<file path="src/rtl/uart_tx_controller.sv">
// Sequencing FSM for the UART transmit datapath: accepts bytes, then drives shift/line/counter selects
// for one start bit, 8 data bits LSB-first and STOP_BITS stop bits. UART_TX_CTRL_QUEUE_EN adds a one-entry holding register.
module uart_tx_controller #(
   parameter int STOP_BITS = 1
) (
   input  logic       clk,
   input  logic       reset_b,
   input  logic [7:0] tx_data_in,
   input  logic       tx_valid,
   output logic       tx_ready,
   output logic       tx_busy,
   output logic       tx_done,
   output logic [7:0] tx_data_out,
   output logic [1:0] shift_tx_sel,
   output logic [1:0] tx_out_sel,
   output logic [1:0] UART_Baud_Counter_sel,
   output logic [1:0] bit_counter_sel,
   input  logic       baud_compare_val,
   input  logic       bit_counter_compare_val,
   output logic [1:0] dbg_state
);

   localparam logic [1:0] SH_HOLD    = 2'b01;
   localparam logic [1:0] SH_SHR     = 2'b10;
   localparam logic [1:0] SH_LOAD    = 2'b11;
   localparam logic [1:0] LINE_START = 2'b00;
   localparam logic [1:0] LINE_STOP  = 2'b10;
   localparam logic [1:0] LINE_DATA  = 2'b11;
   localparam logic [1:0] CNT_CLR    = 2'b00;
   localparam logic [1:0] CNT_HOLD   = 2'b01;
   localparam logic [1:0] CNT_INC    = 2'b10;
   localparam bit         TWO_STOP   = (STOP_BITS == 2);

   typedef enum logic [1:0] {
      S_IDLE  = 2'd0,
      S_START = 2'd1,
      S_DATA  = 2'd2,
      S_STOP  = 2'd3
   } state_e;

   state_e state_q, state_d;
   logic   stop_flag_q, stop_flag_d;
   logic   done_q, done_d;
   logic   transfer;
   logic   last_stop_tick;
   logic   load_shift;
   logic   start_from_idle;
   logic   chain_frame;

   // Handshake: a byte is taken on any rising edge where tx_valid and tx_ready are both high;
   // tx_valid while tx_ready is low is simply ignored and never remembered.
   assign transfer       = tx_valid & tx_ready;
   assign last_stop_tick = (state_q == S_STOP) && baud_compare_val && !(TWO_STOP && !stop_flag_q);

`ifdef UART_TX_CTRL_QUEUE_EN
   logic       hold_full_q, hold_full_d;
   logic [7:0] hold_data_q, hold_data_d;

   assign tx_ready        = ~hold_full_q;
   assign tx_data_out     = hold_data_q;
   assign start_from_idle = hold_full_q;
   assign chain_frame     = hold_full_q;
   assign load_shift      = hold_full_q && ((state_q == S_IDLE) || last_stop_tick);

   // A write in the same cycle as a load-out wins, so the register stays full.
   always_comb begin
      hold_full_d = hold_full_q;
      hold_data_d = hold_data_q;
      if (load_shift) begin
         hold_full_d = 1'b0;
      end
      if (transfer) begin
         hold_full_d = 1'b1;
         hold_data_d = tx_data_in;
      end
   end

   always_ff @(posedge clk or negedge reset_b) begin
      if (!reset_b) begin
         hold_full_q <= 1'b0;
         hold_data_q <= 8'h00;
      end else begin
         hold_full_q <= hold_full_d;
         hold_data_q <= hold_data_d;
      end
   end
`else
   assign tx_ready        = (state_q == S_IDLE);
   assign tx_data_out     = tx_data_in;
   assign start_from_idle = transfer;
   assign chain_frame     = 1'b0;
   assign load_shift      = (state_q == S_IDLE) && transfer;
`endif

   always_ff @(posedge clk or negedge reset_b) begin
      if (!reset_b) begin
         state_q     <= S_IDLE;
         stop_flag_q <= 1'b0;
         done_q      <= 1'b0;
      end else begin
         state_q     <= state_d;
         stop_flag_q <= stop_flag_d;
         done_q      <= done_d;
      end
   end

   always_comb begin
      state_d     = state_q;
      stop_flag_d = stop_flag_q;
      done_d      = 1'b0;
      case (state_q)
         S_IDLE: begin
            if (start_from_idle) begin
               state_d = S_START;
            end
         end
         S_START: begin
            if (baud_compare_val) begin
               state_d = S_DATA;
            end
         end
         S_DATA: begin
            if (baud_compare_val && bit_counter_compare_val) begin
               state_d = S_STOP;
            end
         end
         S_STOP: begin
            if (baud_compare_val) begin
               if (TWO_STOP && !stop_flag_q) begin
                  stop_flag_d = 1'b1;
               end else begin
                  stop_flag_d = 1'b0;
                  done_d      = 1'b1;
                  state_d     = chain_frame ? S_START : S_IDLE;
               end
            end
         end
         default: state_d = S_IDLE;
      endcase
   end

   // Bit counter reaches 1 on the start tick, so it reads 8 during the last data bit.
   always_comb begin
      shift_tx_sel          = SH_HOLD;
      tx_out_sel            = LINE_STOP;
      UART_Baud_Counter_sel = CNT_INC;
      bit_counter_sel       = CNT_HOLD;
      case (state_q)
         S_IDLE: begin
            tx_out_sel            = LINE_STOP;
            UART_Baud_Counter_sel = CNT_CLR;
            bit_counter_sel       = CNT_CLR;
         end
         S_START: begin
            tx_out_sel = LINE_START;
            if (baud_compare_val) begin
               UART_Baud_Counter_sel = CNT_CLR;
               bit_counter_sel       = CNT_INC;
            end
         end
         S_DATA: begin
            tx_out_sel = LINE_DATA;
            if (baud_compare_val) begin
               UART_Baud_Counter_sel = CNT_CLR;
               if (bit_counter_compare_val) begin
                  bit_counter_sel = CNT_CLR;
               end else begin
                  shift_tx_sel    = SH_SHR;
                  bit_counter_sel = CNT_INC;
               end
            end
         end
         S_STOP: begin
            tx_out_sel = LINE_STOP;
            if (baud_compare_val) begin
               UART_Baud_Counter_sel = CNT_CLR;
            end
         end
         default: tx_out_sel = LINE_STOP;
      endcase
      if (load_shift) begin
         shift_tx_sel = SH_LOAD;
      end
   end

   assign tx_busy   = (state_q != S_IDLE);
   assign tx_done   = done_q;
   assign dbg_state = state_q;

endmodule
</file>
<file path="config.mk">
export PLATFORM = sky130hd
export DESIGN_NAME = uart_tx_controller
export DESIGN_NICKNAME = d
export VERILOG_FILES = /design/src/rtl/uart_tx_controller.sv
export SDC_FILE = /design/constraint.sdc
export NUM_CORES = 1
export LEC_CHECK = 0
export CAP_MARGIN = 20
export CORE_AREA = 2 2 39 41
export CTS_CLUSTER_SIZE = 12
export DETAILED_ROUTE_END_ITERATION = 8
export DIE_AREA = 0 0 41 43
export HOLD_SLACK_MARGIN = 0.1
export PLACE_DENSITY = 0.73
export SLEW_MARGIN = 20
export SYNTH_ARGS = -nofsm -noshare
export SYNTH_HDL_FRONTEND = slang
export SYNTH_SLANG_ARGS = --single-unit
</file>
<file path="constraint.sdc">
create_clock -name clk -period 1.8 [get_ports clk]
set_input_delay 0.18 -clock clk [delete_from_list [all_inputs] [get_ports clk]]
set_output_delay 0.18 -clock clk [all_outputs]
set_load 0.01 [all_outputs]
</file>
==> reports/metrics.csv <==
metric,value,unit
Worst Path Max Fanout,4,
vias in the first global route,299,
Unique masters post-synth,18,
via count,326,
grt total ovfl,0,
Clock Sinks,3,
"commonest cells after routing, fill and taps aside","buf_4, clkdlybuf4s50_1, ha_1",
setup_tns,0,ps
Synth Cell Area,360,sq um
hold_buf cts,0,
initial drt markers,2,
Post-Route WL,810,um
#FFs+latches synth,3,
first-pass GRT wire length,1.17,mm
post-route ant nets,0,
TritonCTS buffer count,3,
Initial Util,26.0,%
RSZ-0062 raised after global routing,no,
Crit Path Category,flop to primary output,
synthesized area per cell,8.79,sq um
area post-placement,533,sq um
CP max-delay cell,clkdlybuf4s50_1,
I/O pin total,34,
root buffer cell,clkbuf_4,
Syn Inst Count,41,
initial antenna violation count,0,
Design Power,992,uW
Chip Height,43,um
largest net degree at the start of global routing,7,
placed insts,72,
Die X,41,um
Post-Route Skew,1.05,ps
Max-cap violations,0,
yosys warns,0,
CP Cell Sequence,buf_4 > buf_4 > ha_1 > clkdlybuf4s50_1,
clk_lat worst skew,230,ps
Final Max Tran Viols,0,
Final Hold Slack,124,ps
Via density,4.18,
Remaining DRCs,0,
leakage,0.294,nW
share of cells above drive strength 1,35.5,%
area grow syn2layout,63.2,%
syn nets,61,
drt wl/cell,10.4,um
Final Hold Viols,0,
fmax,578,MHz
Clock transition at path regs,40,ps
Cell Pwr Density,1690,nW/um^2
fin cells,78,
Worst EP required,1620,ps
final setup vio count,0,
IO buf count,16,
status,"finished, final reports clean",
Die ar.,1760,sq um
Peak VDD IR,0.000713,V
Final Wtd Congestion,0.762,
CTS H-tree lvls,1,
ant diodes,0,
"most common cell after layout, fill and taps aside",buf_4,
post-route cell area,588,sq um
Tcrit/Tclk final,96.1,%
core area,1380,sq um
most used cell along the critical path,buf_4,
CTS tree,built,
clock buffer depth,2,
dpl hpwl,592,um
total track usage,9.96,%
fin crit period,1730,ps
worst min path class,input pin to asynchronous set/reset pin,
crit end category,primary output,
max incr delay on CP,470,ps
CP Data Arrival Time,1550,ps
Startpoint Class,flop,
DR pass1 iterations,2,
row cnt,14,
Final Net Count,83,
sequential-to-total area share from yosys stat,20.8,%
[power by group]
part / leakage [nW] / switching (mW) / internal, mW
Clock: 0.0150 / 0.0352 / 0.0831
Combinational: 0.242 / 0.319 / 0.432
Sequential: 0.0369 / 0.0231 / 0.0999
Total: 0.294 / 0.377 / 0.615
[registers in the layout, summed over array words and instances (netlist names)]
| register | count |
|---|---|
| dbg_state | 2 |
| tx_done | 1 |
[per-stage QoR]
step	utilization [%]	setup slack, ps
after detailed placement	38.5	-89.0
after CTS	40.8	8.87
final	42.5	69.7
after global placement	38.5	-72.6
after floorplan	-	281
after global routing	42.5	6.61
[cell type report]
class	instances	area, sq um
well taps	16	20.0
fillers	136	796
clock buffers	4	26.3
flip-flops and latches	3	75.1
repair buffers	26	234
multi-input cells	24	214
inverters	5	18.8
[cells by family after synthesis]
logic type                 after synthesis  synth area share, %
AOI/OAI and AO/OA                        6                 12.5
other                                    1                 1.04
muxes                                    1                 3.12
and+or+nand+nor                          9                 14.2
buffers and inverters                   14                 24.0
adders and majority gates                7                 24.3
DFF                                      3                 20.8
[cell usage after synthesis]
cell type	count	share of area (%)
nand2b_1	2	3.5
o21bai_1	1	2.1
and2_2	1	2.1
ha_1	7	24
nor2_1	3	3.1
or3b_2	1	2.4
dfrtp_1	3	21
mux2_1	1	3.1
nand2_1	1	1.0
inv_1	5	5.2
a211oi_1	1	2.1
or2b_1	1	2.1
conb_1	1	1.0
a21oi_1	1	1.4
buf_4	9	19
o2111ai_1	1	2.4
o2111a_1	1	3.1
o21ai_0	1	1.4
[metal layers]
| metal | track usage, % | up-vias | wire (um) |
|---|---|---|---|
| met5 | 0 | - | 0 |
| met4 | 8.00 | 0 | 17 |
| met3 | 2.09 | 2 | 57 |
| met2 | 14.7 | 13 | 442 |
| met1 | 11.7 | 140 | 292 |
| li1 | - | 171 | - |
[final timing paths]
check                           cells after the start  slack (ps)                startpoint                       end
worst max-delay path                                4          70  dbg_state[1]$_DFFE_PN0P_             tx_out_sel[0]
worst min-delay path                                1         120                   reset_b         tx_done$_DFF_PN0_
worst max register to register                      6         180  dbg_state[1]$_DFFE_PN0P_  dbg_state[1]$_DFFE_PN0P_
worst min register to register                      2         580  dbg_state[0]$_DFFE_PN0P_  dbg_state[0]$_DFFE_PN0P_
max in group asynchronous                           1        1540                   reset_b  dbg_state[1]$_DFFE_PN0P_
min in group clk                                    0         360             tx_data_in[2]            tx_data_out[2]
[timing repair]
action,in CTS,in global routing
gates resized for setup,9,12
endpoints found under the hold margin,0,0
setup buffers,2,0
endpoints found under the setup margin,6,4
pin swaps,0,0
[worst max-delay path, delay by kind of cell (launching register included)]
family                   cells  cell delay (ps)
adder cells (fa/ha/maj)      1              160
flip-flops                   1              410
buffers and inverters        3              740
(Power assumes the default switching activity.)
